### src/rtl/vga_pkg.sv
// Package: vga_pkg
// Shared timing constants and types for the VGA timing controller.
//   - Default 640x480@60 timing numbers and the derived totals and active windows.
//   - coord_t: raw beam coordinate type.
//   - rgb_t: 24-bit colour as separate 8-bit channels.
//   - timing_t: the raw {hs, vs, act} flags carried down the alignment pipeline.
//   - bar_color(): colour of one of the eight test-pattern bars.
package vga_pkg;

  localparam int H_SYNC   = 96;
  localparam int H_BP     = 48;
  localparam int H_ACTIVE = 640;
  localparam int H_FP     = 16;
  localparam int V_SYNC   = 2;
  localparam int V_BP     = 33;
  localparam int V_ACTIVE = 480;
  localparam int V_FP     = 10;

  localparam int H_TOTAL     = H_SYNC + H_BP + H_ACTIVE + H_FP;  // 800
  localparam int V_TOTAL     = V_SYNC + V_BP + V_ACTIVE + V_FP;  // 525
  localparam int H_ACT_START = H_SYNC + H_BP;                    // 144
  localparam int H_ACT_END   = H_ACT_START + H_ACTIVE;           // 784 (exclusive)
  localparam int V_ACT_START = V_SYNC + V_BP;                    // 35
  localparam int V_ACT_END   = V_ACT_START + V_ACTIVE;           // 515 (exclusive)

  typedef logic [9:0] coord_t;

  typedef struct packed {
    logic [7:0] r;
    logic [7:0] g;
    logic [7:0] b;
  } rgb_t;

  // hs/vs are "inside the sync pulse", act is "visible pixel"; polarity is
  // applied only at the output register.
  typedef struct packed {
    logic hs;
    logic vs;
    logic act;
  } timing_t;

  // Bars 0..7: white, yellow, cyan, green, magenta, red, blue, black.
  // Each channel is a single bit of the inverted bar index.
  function automatic rgb_t bar_color(input logic [2:0] bar);
    rgb_t c;
    c.r = {8{~bar[1]}};
    c.g = {8{~bar[2]}};
    c.b = {8{~bar[0]}};
    return c;
  endfunction

endpackage

### src/rtl/vga_timing_controller_if.sv
// Interface: vga_timing_controller_if
// Pixel-side bundle between the renderer/board and the VGA timing controller.
//   master (renderer side): drives pix_en, rgb_color[, test_mode]; receives the rest.
//   slave  (controller)   : receives pix_en, rgb_color[, test_mode]; drives
//                           x, y, frame_start, hsync, vsync, blank_n, vga_r/g/b.
// Optional: TEST_PATTERN_EN adds the test_mode signal.
interface vga_timing_controller_if;
  import vga_pkg::*;

  logic        pix_en;
  logic [23:0] rgb_color;
`ifdef TEST_PATTERN_EN
  logic        test_mode;
`endif
  coord_t      x;
  coord_t      y;
  logic        frame_start;
  logic        hsync;
  logic        vsync;
  logic        blank_n;
  logic [7:0]  vga_r;
  logic [7:0]  vga_g;
  logic [7:0]  vga_b;

  modport master (
    output pix_en, rgb_color,
`ifdef TEST_PATTERN_EN
    output test_mode,
`endif
    input  x, y, frame_start, hsync, vsync, blank_n, vga_r, vga_g, vga_b
  );

  modport slave (
    input  pix_en, rgb_color,
`ifdef TEST_PATTERN_EN
    input  test_mode,
`endif
    output x, y, frame_start, hsync, vsync, blank_n, vga_r, vga_g, vga_b
  );

endinterface

### src/rtl/sync_delay_line.sv
// Module: sync_delay_line
// Enable-gated shift register of DEPTH stages, WIDTH bits each, with an
// asynchronous active-low clear to all zeros.
//   clk   in  clock
//   rst_n in  async active-low clear
//   en    in  shift enable (holds all stages when low)
//   din   in  WIDTH  data into stage 0
//   dout  out WIDTH  data from the last stage (DEPTH enabled cycles late)
module sync_delay_line #(
  parameter int WIDTH = 1,
  parameter int DEPTH = 1
) (
  input  logic             clk,
  input  logic             rst_n,
  input  logic             en,
  input  logic [WIDTH-1:0] din,
  output logic [WIDTH-1:0] dout
);

  logic [DEPTH-1:0][WIDTH-1:0] stage_q, stage_d;

  // NOTE: every signal written here gets a default first so no path leaves it unassigned (no latch).
  always_comb begin
    stage_d = stage_q;
    if (en) begin
      stage_d[0] = din;
      for (int i = 1; i < DEPTH; i++) begin
        stage_d[i] = stage_q[i-1];
      end
    end
  end

  // NOTE: these stages are ordinary flops, not a RAM, so they are cleared; zero means blanked/inactive.
  // NOTE: non-blocking assignments so every flop samples pre-edge values.
  always_ff @(posedge clk or negedge rst_n) begin
    if (!rst_n) begin
      stage_q <= '0;
    end else begin
      stage_q <= stage_d;
    end
  end

  assign dout = stage_q[DEPTH-1];

endmodule

### src/rtl/vga_timing_controller.sv
// Module: vga_timing_controller
// Display-side end of the pixel interface: raw beam counters (x, y) go out to
// the renderer, its colour comes back PIX_LAT enabled cycles later, and the
// sync/blank flags are delayed by the same amount so the pins line up.
//   clk    in  system clock
//   reset  in  asynchronous active-low reset
//   vif    slave modport: pix_en, rgb_color[, test_mode] in;
//          x, y, frame_start, hsync, vsync, blank_n, vga_r/g/b out
// Optional: TEST_PATTERN_EN replaces rgb_color with 8 vertical colour bars
// when test_mode=1.
module vga_timing_controller #(
  parameter int H_SYNC   = vga_pkg::H_SYNC,
  parameter int H_BP     = vga_pkg::H_BP,
  parameter int H_ACTIVE = vga_pkg::H_ACTIVE,
  parameter int H_FP     = vga_pkg::H_FP,
  parameter int V_SYNC   = vga_pkg::V_SYNC,
  parameter int V_BP     = vga_pkg::V_BP,
  parameter int V_ACTIVE = vga_pkg::V_ACTIVE,
  parameter int V_FP     = vga_pkg::V_FP,
  parameter int PIX_LAT  = 2,
  parameter bit SYNC_POL = 1'b0
) (
  input  logic                    clk,
  input  logic                    reset,
  vga_timing_controller_if.slave  vif
);
  import vga_pkg::*;

  localparam int H_LAST   = H_SYNC + H_BP + H_ACTIVE + H_FP - 1;
  localparam int V_LAST   = V_SYNC + V_BP + V_ACTIVE + V_FP - 1;
  localparam int HA_START = H_SYNC + H_BP;
  localparam int HA_END   = HA_START + H_ACTIVE;
  localparam int VA_START = V_SYNC + V_BP;
  localparam int VA_END   = VA_START + V_ACTIVE;

  if (PIX_LAT < 1 || PIX_LAT > 4) begin : g_bad_pix_lat
    $error("vga_timing_controller: PIX_LAT must be in 1..4");
  end

  coord_t  x_q, x_d, y_q, y_d;
  logic    frame_start_q, frame_start_d;
  timing_t raw, dly;
  logic    hsync_q, hsync_d, vsync_q, vsync_d, blank_n_q, blank_n_d;
  rgb_t    rgb_q, rgb_d, pix_rgb;

  // Beam counters. frame_start is registered from the coordinate currently
  // presented, so the pulse appears on the first enabled cycle after (0,0).
  always_comb begin
    x_d           = x_q;
    y_d           = y_q;
    frame_start_d = frame_start_q;
    if (vif.pix_en) begin
      frame_start_d = (x_q == '0) && (y_q == '0);
      if (x_q == coord_t'(H_LAST)) begin
        x_d = '0;
        y_d = (y_q == coord_t'(V_LAST)) ? '0 : y_q + coord_t'(1);
      end else begin
        x_d = x_q + coord_t'(1);
      end
    end
  end

  always_ff @(posedge clk or negedge reset) begin
    if (!reset) begin
      x_q           <= '0;
      y_q           <= '0;
      frame_start_q <= 1'b0;
    end else begin
      x_q           <= x_d;
      y_q           <= y_d;
      frame_start_q <= frame_start_d;
    end
  end

  // Stage 0 timing flags, straight from the counters.
  assign raw.hs  = (x_q < coord_t'(H_SYNC));
  assign raw.vs  = (y_q < coord_t'(V_SYNC));
  assign raw.act = (x_q >= coord_t'(HA_START)) && (x_q < coord_t'(HA_END)) &&
                   (y_q >= coord_t'(VA_START)) && (y_q < coord_t'(VA_END));

  sync_delay_line #(
    .WIDTH ($bits(timing_t)),
    .DEPTH (PIX_LAT)
  ) u_timing_dly (
    .clk   (clk),
    .rst_n (reset),
    .en    (vif.pix_en),
    .din   (raw),
    .dout  (dly)
  );

`ifdef TEST_PATTERN_EN
  localparam int BAR_W = H_ACTIVE / 8;

  coord_t     x_dly, col;
  logic [2:0] bar;

  // The bar index comes from x delayed like the sync flags, so bar edges
  // sit at fixed offsets from hsync.
  sync_delay_line #(
    .WIDTH ($bits(coord_t)),
    .DEPTH (PIX_LAT)
  ) u_x_dly (
    .clk   (clk),
    .rst_n (reset),
    .en    (vif.pix_en),
    .din   (x_q),
    .dout  (x_dly)
  );

  // Outside the active window col/bar are meaningless; act masks them.
  always_comb begin
    col     = x_dly - coord_t'(HA_START);
    bar     = 3'(col / coord_t'(BAR_W));
    pix_rgb = vif.test_mode ? bar_color(bar) : rgb_t'(vif.rgb_color);
  end
`else
  assign pix_rgb = rgb_t'(vif.rgb_color);
`endif

  // Output register: final delay stage plus colour, polarity applied here.
  always_comb begin
    hsync_d   = hsync_q;
    vsync_d   = vsync_q;
    blank_n_d = blank_n_q;
    rgb_d     = rgb_q;
    if (vif.pix_en) begin
      hsync_d   = dly.hs ^ ~SYNC_POL;
      vsync_d   = dly.vs ^ ~SYNC_POL;
      blank_n_d = dly.act;
      rgb_d     = dly.act ? pix_rgb : '0;
    end
  end

  always_ff @(posedge clk or negedge reset) begin
    if (!reset) begin
      hsync_q   <= ~SYNC_POL;
      vsync_q   <= ~SYNC_POL;
      blank_n_q <= 1'b0;
      rgb_q     <= '0;
    end else begin
      hsync_q   <= hsync_d;
      vsync_q   <= vsync_d;
      blank_n_q <= blank_n_d;
      rgb_q     <= rgb_d;
    end
  end

  assign vif.x           = x_q;
  assign vif.y           = y_q;
  assign vif.frame_start = frame_start_q;
  assign vif.hsync       = hsync_q;
  assign vif.vsync       = vsync_q;
  assign vif.blank_n     = blank_n_q;
  assign vif.vga_r       = rgb_q.r;
  assign vif.vga_g       = rgb_q.g;
  assign vif.vga_b       = rgb_q.b;

endmodule

### src/flat_wrapper.sv
// flat-port wrapper written by rule: the top's interface ports become plain ports
module vga_timing_controller_flat import vga_pkg::*;
#(
  parameter int H_SYNC   = vga_pkg::H_SYNC,
  parameter int H_BP     = vga_pkg::H_BP,
  parameter int H_ACTIVE = vga_pkg::H_ACTIVE,
  parameter int H_FP     = vga_pkg::H_FP,
  parameter int V_SYNC   = vga_pkg::V_SYNC,
  parameter int V_BP     = vga_pkg::V_BP,
  parameter int V_ACTIVE = vga_pkg::V_ACTIVE,
  parameter int V_FP     = vga_pkg::V_FP,
  parameter int PIX_LAT  = 2,
  parameter bit SYNC_POL = 1'b0
)
  (clk, reset, vif_pix_en, vif_rgb_color, vif_x, vif_y, vif_frame_start, vif_hsync, vif_vsync, vif_blank_n, vif_vga_r, vif_vga_g, vif_vga_b);
  vga_timing_controller_if vif_i ();
  input  logic clk;
  input  logic reset;
  input wire logic [$bits(vif_i.pix_en)-1:0] vif_pix_en;
  input wire logic [$bits(vif_i.rgb_color)-1:0] vif_rgb_color;
  output wire logic [$bits(vif_i.x)-1:0] vif_x;
  output wire logic [$bits(vif_i.y)-1:0] vif_y;
  output wire logic [$bits(vif_i.frame_start)-1:0] vif_frame_start;
  output wire logic [$bits(vif_i.hsync)-1:0] vif_hsync;
  output wire logic [$bits(vif_i.vsync)-1:0] vif_vsync;
  output wire logic [$bits(vif_i.blank_n)-1:0] vif_blank_n;
  output wire logic [$bits(vif_i.vga_r)-1:0] vif_vga_r;
  output wire logic [$bits(vif_i.vga_g)-1:0] vif_vga_g;
  output wire logic [$bits(vif_i.vga_b)-1:0] vif_vga_b;
  assign vif_i.pix_en = vif_pix_en;
  assign vif_i.rgb_color = vif_rgb_color;
  assign vif_x = vif_i.x;
  assign vif_y = vif_i.y;
  assign vif_frame_start = vif_i.frame_start;
  assign vif_hsync = vif_i.hsync;
  assign vif_vsync = vif_i.vsync;
  assign vif_blank_n = vif_i.blank_n;
  assign vif_vga_r = vif_i.vga_r;
  assign vif_vga_g = vif_i.vga_g;
  assign vif_vga_b = vif_i.vga_b;
  vga_timing_controller #(.H_SYNC(H_SYNC), .H_BP(H_BP), .H_ACTIVE(H_ACTIVE), .H_FP(H_FP), .V_SYNC(V_SYNC), .V_BP(V_BP), .V_ACTIVE(V_ACTIVE), .V_FP(V_FP), .PIX_LAT(PIX_LAT), .SYNC_POL(SYNC_POL)) u_core (.clk(clk), .reset(reset), .vif(vif_i));
endmodule
### config.mk
export PLATFORM = sky130hd
export DESIGN_NAME = vga_timing_controller_flat
export DESIGN_NICKNAME = d
export VERILOG_FILES = /design/src/rtl/vga_pkg.sv /design/src/rtl/vga_timing_controller_if.sv /design/src/rtl/sync_delay_line.sv /design/src/rtl/vga_timing_controller.sv /design/src/flat_wrapper.sv
export SDC_FILE = /design/constraint.sdc
export NUM_CORES = 1
export LEC_CHECK = 0
export BUFFER_PORTS_ARGS = -buffer_cell sky130_fd_sc_hd__buf_2
export CORE_MARGIN = 4
export CORE_UTILIZATION = 51
export CTS_BUF_LIST = sky130_fd_sc_hd__clkbuf_16
export CTS_CLUSTER_DIAMETER = 30
export DETAILED_ROUTE_END_ITERATION = 12
export PLACE_DENSITY = 0.88
export RECOVER_POWER = 25
export SLEW_MARGIN = 20
export SYNTH_ARGS = -nofsm -noshare
export SYNTH_HDL_FRONTEND = slang
export SYNTH_SLANG_ARGS = --single-unit
### constraint.sdc
create_clock -name clk -period 2.01 [get_ports clk]
set_clock_uncertainty 0.15 [all_clocks]
set_input_delay 0 -clock clk [delete_from_list [all_inputs] [get_ports clk]]
set_output_delay 0 -clock clk [all_outputs]
set_load 0.03 [all_outputs]
# [Word level (Yosys, flattened, before mapping)]
# Cells that the tools add are included.
[classes] n_bitwise=2 eq_ne=2 add_sub_neg=2 reduce_logical=7 mux=3 order_cmp=6
[op_table] op="2-to-1 mux 24 bit" count=1
[op_table] op="adder 10 x 1 -> 10 bit, second input constant" count=2
[op_table] op="== test 10 bit, second input constant" count=2
[op_table] op="zero test 10 bit" count=2
[op_table] op="less-than comparator 10 bit, second input constant" count=2
[op_table] op="2-to-1 mux 10 bit" count=2
[op_table] op="greater-or-equal comparator 10 x 6 -> 1 bit, second input constant" count=1
[op_table] op="greater-or-equal comparator 10 x 8 -> 1 bit, second input constant" count=1
[op_table] op="less-than comparator 10 x 2 -> 1 bit, second input constant" count=1
[op_table] op="less-than comparator 10 x 7 -> 1 bit, second input constant" count=1
[op_table] op="logical AND 1 bit" count=4
[op_table] op="inverter 1 bit" count=2
[op_table] op="AND reduction 2 bit" count=1
[word_totals] elab_cells=33 output_inout_bits=48 regBits=54

# [Logic depth before layout (Yosys ltp)]
# Gate-level depths: netlist of run 1.
[depth] word_depth=4 ltp_mapped=7

# [Modules after synthesis]
# From an unflattened synthesis of run 1, not the netlist that was laid out.
[hier_totals] hier_cells=257 hier_area_um2=2563.7
[modules_own_cells] mod="vga_timing_controller" seq_area_each_um2=1203.7 cells_each=241 area_per_inst_um2=2289.7 instances=1
[modules_own_cells] mod="sync_delay_line" seq_area_each_um2=150.1 cells_each=16 area_per_inst_um2=274.0 instances=1

# [Least setup slack after synthesis of run 1]
# No wires, ideal clock.
[synth_path] path_type="reg2reg" start="reg u_core.x_q[0], in the netlist u_core.vif.x[0]" end="reg u_core.y_q[4], in the netlist u_core.vif.y[4]" arrival_time_ns=1.730 synth_period_minus_slack_ns=2.008 path_buffers=1 setup_ns=0.128 t_required_ns=1.732 setup_slack_ns=0.002 path_stages_with_launch=7 path_cell_list="dfrtp_1 ha_1 and4_1 buf_2 and3_1 nand4_1 mux2_1"
[synth_via] elab_chain_cells=2
[synth_lines] element="from (decl)" line="vga_timing_controller.sv:40" rtl="coord_t x_q, x_d, y_q, y_d;"
[synth_lines] element="from (signal assigned)" line="vga_timing_controller.sv:65" rtl="x_q <= '0;"
[synth_lines] element="from (signal assigned)" line="vga_timing_controller.sv:69" rtl="x_q <= x_d;"
[synth_lines] element="== test 10 bit" line="vga_timing_controller.sv:54" rtl="if (x_q == coord_t'(H_LAST)) begin"
[synth_lines] element="AND reduction 2 bit (no line)"
[synth_lines] element="to (signal assigned)" line="vga_timing_controller.sv:70" rtl="y_q <= y_d;"
[synth_lines] element="to (decl)" line="vga_timing_controller.sv:40"
# No other way between the ends.
# A chain may end at the register's enable or synchronous reset.

# [Final worst setup path of run 1]
[layout_path] start="reg u_core.y_q[6], in the netlist u_core.vif.y[6]" end="reg u_core.y_q[4], in the netlist u_core.vif.y[4]"
[layout_via] elab_chain_cells=2
[layout_lines] element="== test 10 bit" line="vga_timing_controller.sv:56" rtl="y_d = (y_q == coord_t'(V_LAST)) ? '0 : y_q + coord_t'(1);"
[layout_lines] element="2-to-1 mux 10 bit" line="vga_timing_controller.sv:56"
# No other way between the ends.

==> results of run 1 <==
## cells in the final DEF, fill, tap and decap left out, drive strengths merged, types with 4 or more instances in the layout
cell type | netlist | layout
xnor2 | 6 | 6
mux2 | 5 | 5
dfrtp | 52 | 52
clkbuf | 9 | 34
xor2 | 4 | 4
nor3 | 5 | 5
inv | 36 | 36
nand3 | 32 | 32
dlygate4sd3 | 0 | 25
or3 | 5 | 5
o21ai | 32 | 32
buf | 5 | 56
nor2 | 10 | 10
nand2 | 8 | 8
nand4 | 9 | 9
ha | 4 | 4
a21oi | 4 | 4
## where the power goes
part	switching (mW)	total (mW)	internal, mW
clock network	0.383	0.837	0.455
registers	0.0775	1.22	1.14
logic	0.299	0.471	0.172
total	0.759	2.53	1.77
## routing by layer
layer,wire length (µm),global-route usage [%],share of wire (%)
met5,0,0,0
met4,138,8.72,2.1
met3,315,4.41,4.9
met2,3530,40.7,54
met1,2500,27.3,39
## worst min-delay path, delay by kind of cell
family,cells,cell delay (ns)
buf+inv,2,0.32
mux,1,0.14
## worst max-delay path by stage
stage,endpoint,cells after the start
3_5_place_dp,u_core.vif.y[5]$_DFFE_PN0P_,6
4_1_cts,u_core.vif.y[4]$_DFFE_PN0P_,5
5_1_grt,u_core.vif.y[0]$_DFFE_PN0P_,6
3_3_place_gp,u_core.vif.y[4]$_DFFE_PN0P_,4
2_1_floorplan,u_core.vif.y[4]$_DFFE_PN0P_,6
6_report,u_core.vif.y[4]$_DFFE_PN0P_,4
## logic make-up (layout without fill, tap and decap cells)
family	Yosys count	in the layout
AOI/OAI and AO/OA	49	49
xor gates and xnor gates	10	10
adders and majority gates	4	4
buffers and inverters	50	153
DFF	54	54
muxes	7	7
and+or+nand+nor	79	79
## flip-flops by register name, indices dropped and copies added (netlist names)
name	flops
u_core.vif.vga_r	8
u_core.vif.hsync	1
u_core.vif.blank_n	1
u_core.vif.y	10
u_core.vif.x	10
u_core.vif.vsync	1
u_core.u_timing_dly.stage_q	3
u_core.vif.vga_b	8
u_core.vif.vga_g	8
u_core.vif.frame_start	1
u_core.u_timing_dly.dout	3
## timing repair
action | 4_1_cts | 5_1_grt
resized for setup | 0 | 1
hold buffers | 25 | 0
endpoints found under the setup margin | 0 | 1
hold endpoints to repair | 76 | 0
## area by class of cell
type	instances	area (µm²)	area share, %
Clock inverter	2	15.0	0.454
Multi-Input combinational cell	149	926	28.0
Inverter	36	135	4.09
Sequential cell	54	1350	41.0
Tap cell	67	83.8	2.54
Timing Repair Buffer	110	666	20.1
Clock buffer	5	125	3.79
==> reports/metrics.cfg, run 1 <==
[status]
status=complete, no violations

[yosys]
synth_fp_nets=284
post-synth-top-count-cell=dfrtp_1
synth-simple-area-share_pct=17.2
synthTopCellsByArea=dfrtp_1, nand3_1, o21ai_0
synth_warnings=0
synth_top_family_by_area=simple AND/OR/NAND/NOR gates
synth.distinct_cells=40
synth_area_leader_cell=dfrtp_1
ys.flop_type=dfrtp_1
synthCells=253
synthAdderAreaFrac_pct=2.03
yosysSeqAreaShare_pct=54.8
yosysTopAreaCellShare_pct=52.7
yosys_register_bits=54
synth_xor_area_share_pct=3.54
muxShareOfSynthArea_pct=3.09
synthesis.area_um2=2470
async_flop_share_pct=100
synthTopCellsByCount=dfrtp_1, inv_1, nand3_1, o21ai_0, nor2_1
avgSynthCellArea_um2=9.77
synth_edf_count=0
synth_compound_area_share_pct=11.6

[placement]
numPortBuffers=74
place_ws_ns=0.139
postPlaceCellArea_um2=2950
hpwlAfterDp_um=4100
placed_cells=391
gp_congestion=0.919

[timing]
tightest_slew_ns=1.29
timing.final.hold_violations=0
setup_ws_ns=0.100
hold_ws_ns=0.0346
finalCritPeriodShare_pct=95.0
rsz0062_at_grt=no
max_freq_mhz=524
drv_slew=0
period_minus_slack_ns=1.91
timing.slew.headroom_pct=14.1
finalSetupViolCount=0
tns_ns=0

[clocking]
cts_max_level=2
clock-root-buffer=clkbuf_16
clk_path_buf_depth=2
clk_pin_slew_ns=0.07
cts_buffers=5
clkLatencyLatePin_ns=0.29
postCtsSetupBuffers=0
cts_sinks=54
cts_tree=built

[critical_path]
crit_chain=or3_4 -> nor4_2 -> nor2_1 -> mux2_1
critical_path.top_delay_family=simple AND/OR/NAND/NOR gates
rr_startpoint=u_core.vif.y[6]$_DFFE_PN0P_
worstSetupPathType=register to register
r2r_cells=4
crit_buf_inv=0
cpPeakStageDelay_ns=0.44
cp.required_ns=2.04
cp-start-kind=register
end_kind=register
reg2reg_to=u_core.vif.y[4]$_DFFE_PN0P_
arrival_ns=1.94
r2r_slack_ns=0.10
crit_path_start=u_core.vif.y[6]$_DFFE_PN0P_
cp_slowest_cell=dfrtp_1
crit_fanout=5

[global_route]
track_usage_pct=22.9
first_global_vias=2263
overflow=0
grt_pass1_wl_um=10900
grt_start_max_net_pins=55
antenna_found_initial=0

[layout]
drive_gt1_share_pct=20.5
diodes=0
final_cells=423
final_core_util_pct=70.0
fin_area_um2=3300
n_fill_cell=351
syn_to_final_growth_pct=33.7
final_nets=387

[routing]
drtPass1Iterations=4
antenna_left=0
vias=2255
drt-initial-drc-count=181
routed_wirelength_um=6490
drcViolationCount=0
wire_per_inst_um=15.3
viasPerCell=5.33

[worst_hold_path]
min-delay-start=vif_pix_en
hp-class=input pin to register
hold_depth=3
hold_end=u_core.vif.hsync$_DFFE_PN1P_

[power_and_ir_drop]
p_leak_nw=1.51
p_per_area_nw_per_um2=765
p_total_mw=2.53
max-vdd-ir-drop_mv=0.634

[job]
cap_violations=0

[floorplan]
fp.coreArea_um2=4720
initial_core_util_pct=52.3
die_x_um=77.6
io_pins=75
die_area_um2=6020
placementRows=25
die_h_um=77.6

No activity file was read; power rests on OpenSTA's default activity.
==> run 2, diff against run 1 <==
PLACE_DENSITY = 0.79   (was 0.88)
==> run 2 against run 1 <==
  * First-iteration DRC count shrank 24%
  * Power decreased by 0.20%
  * Sequential share of layout area is 0.31 points lower
  * Largest cell class unchanged
==> reports/metrics.cfg, run 2 (same netlist as run 1, synthesis figures left out) <==
[status]
status=complete, no violations

[layout]
drive_gt1_share_pct=24.9  ; +4.4 points
final_core_util_pct=70.5  ; +0.53 points
multi_input_area_um2=933  ; +0.81%
seq_area_um2=1350  ; unchanged
diodes=0  ; unchanged
final_cell_mix=buf_2, dfrtp_1, inv_1, nand3_1, o21ai_0
syn_to_final_growth_pct=34.7
final_nets=384  ; -0.78%
n_fill_cell=363  ; +3.4%
final_common_cell=buf_2

[timing]
rsz0062_at_grt=no
period_minus_slack_ns=1.90  ; -0.0128 ns
timing.slew.headroom_pct=2.93  ; -11 points
tns_ns=0  ; unchanged
max_freq_mhz=527  ; +0.67%
timing.final.hold_violations=0  ; unchanged
tightest_slew_ns=1.46  ; +0.167 ns
drv_slew=0  ; unchanged
finalCritPeriodShare_pct=94.4  ; -0.64 points
finalSetupViolCount=0  ; unchanged

[power_and_ir_drop]
p_int_mw=1.77  ; -0.11%
p_seq_share_pct=48.9  ; +0.7 points
clkPwrFrac_pct=33.8  ; +0.7 points
p_per_area_nw_per_um2=758  ; -0.95%
swShare_pct=30.0  ; -0.064 points
switching_power_mw=0.756  ; -0.41%
max-vdd-ir-drop_mv=0.565  ; -11%
p_leak_nw=1.59  ; +5.0%
comb_power_share_pct=17.3  ; -1.3 points

[routing]
drtPass1Iterations=4  ; unchanged
drt-initial-drc-count=137  ; -24%
drcViolationCount=0  ; unchanged
antenna_left=0  ; unchanged
routed_wirelength_um=6170  ; -4.9%
viasPerCell=5.25  ; -1.5%
vias=2210  ; -2.0%
wire_per_inst_um=14.7  ; -4.5%

[global_route]
met2_usage_pct=38.4  ; -2.2 points
first_global_vias=2181  ; -3.6%
grt_start_max_net_pins=44  ; -20%
antenna_found_initial=0  ; unchanged
gr-usage-met1_pct=24.7  ; -2.7 points
top_usage_layer=met2
track_usage_pct=21.6  ; -1.4 points
use_met3_pct=4.76  ; +0.35 points
overflow=0  ; unchanged
grt_pass1_wl_um=10400  ; -5.3%

[critical_path]
reg2reg_to=u_core.u_timing_dly.stage_q[0]$_DFFE_PN0P_
r2r_cells=5  ; +1
cp-start-kind=register
endpoint=u_core.u_timing_dly.stage_q[0]$_DFFE_PN0P_
r2r_slack_ns=0.11  ; about the same
end_kind=register
rr_startpoint=u_core.vif.y[0]$_DFFE_PN0P_
critical_path.top_delay_family=flip-flops
worstSetupPathType=register to register
cpPeakStageDelay_ns=0.45  ; about the same
crit_buf_inv=0  ; unchanged
cp.required_ns=1.99  ; -0.05 ns
cp.depth=5  ; +1
crit_chain=ha_1 -> or4_1 -> a21oi_1 -> o22a_1 -> o32ai_2
arrival_ns=1.88  ; -0.06 ns
crit_fanout=7  ; +2
crit_path_start=u_core.vif.y[0]$_DFFE_PN0P_
cp_slowest_cell=dfrtp_1

[floorplan]
initial_core_util_pct=52.3  ; unchanged
die_area_um2=6020  ; unchanged
die_x_um=77.6  ; unchanged
die_h_um=77.6  ; unchanged
placementRows=25  ; unchanged
fp.coreArea_um2=4720  ; unchanged
io_pins=75  ; unchanged

[clocking]
cts_max_level=2  ; unchanged
clk_pin_slew_ns=0.07  ; about the same
clk_path_buf_depth=2  ; unchanged
clkLatencyLatePin_ns=0.29  ; about the same
postCtsSetupBuffers=0  ; unchanged
cts_tree=built
cts_sinks=54  ; unchanged
clock-root-buffer=clkbuf_16
cts_buffers=5  ; unchanged

[placement]
hpwlAfterDp_um=4020  ; -1.9%
gp_congestion=0.868  ; -5.6%
numPortBuffers=74  ; unchanged

[worst_hold_path]
hp-class=input pin to register

[job]
cap_violations=0  ; unchanged

[run 2: routing by layer]
layer / part of all wire [%] / wire (µm)
met1: 41 / 2530
met2: 51 / 3150
met3: 4.0 / 247
met4: 3.9 / 238
met5: 0 / 0
[run 2: layout make-up]
class	instances	share of cell area, %
Tap cell	67	2.52
Clock inverter	3	0.601
Clock buffer	5	3.76
Inverter	36	4.06
Timing Repair Buffer	107	20.4
Sequential cell	54	40.7
Multi-Input combinational cell	149	28.0
[run 2: worst min-delay path, stage by stage]
cell	delay (ns)
buf_2	0.13
nand4_1	0.11
or3_1	0.10
o21ai_0	0.07
[run 2: power groups by stage]
stage / Combinational (mW) / Clock, mW / Sequential (mW)
finish: 0.436 / 0.852 / 1.23
detailed placement: 0.402 / 0 / 1.26
global placement: 0.401 / 0 / 1.25
floorplan: 0.168 / 0 / 1.34
CTS: 0.442 / 0.871 / 1.23
global route: 0.478 / 0.916 / 1.25
[run 2: how the worst min path moves through the flow]
stage	from	end	slack, ns	cells past startpoint
after global placement	reset	u_core.vif.vga_g[2]$_DFFE_PN0P_	-0.11	1
after global routing	vif_pix_en	u_core.vif.x[8]$_DFFE_PN0P_	0.05	4
after detailed placement	reset	u_core.vif.vga_g[2]$_DFFE_PN0P_	-0.1	1
after CTS	vif_pix_en	u_core.vif.x[8]$_DFFE_PN0P_	0.02	4
after floorplan	reset	u_core.u_timing_dly.dout[0]$_DFFE_PN0P_	-0.45	0
final	vif_pix_en	u_core.vif.x[8]$_DFFE_PN0P_	0.02	4
[run 2: what timing repair did]
action,CTS,global route
hold endpoints to repair,50,0
endpoints found under the setup margin,0,1
hold buffers,25,0
gates resized for setup,0,1
[run 2: stage by stage]
step                power, mW  hold slack (ns)  area, µm²  std cells  setup slack [ns]
floorplan                1.51           -0.446       2470        253           0.00210
global placement         1.65           -0.109       2940        388             0.172
detailed placement       1.66          -0.0981       2940        388             0.122
CTS                      2.55           0.0167       3340        421             0.106
global route             2.64           0.0550       3330        421            0.0138
finish                   2.52           0.0178       3330        421             0.113
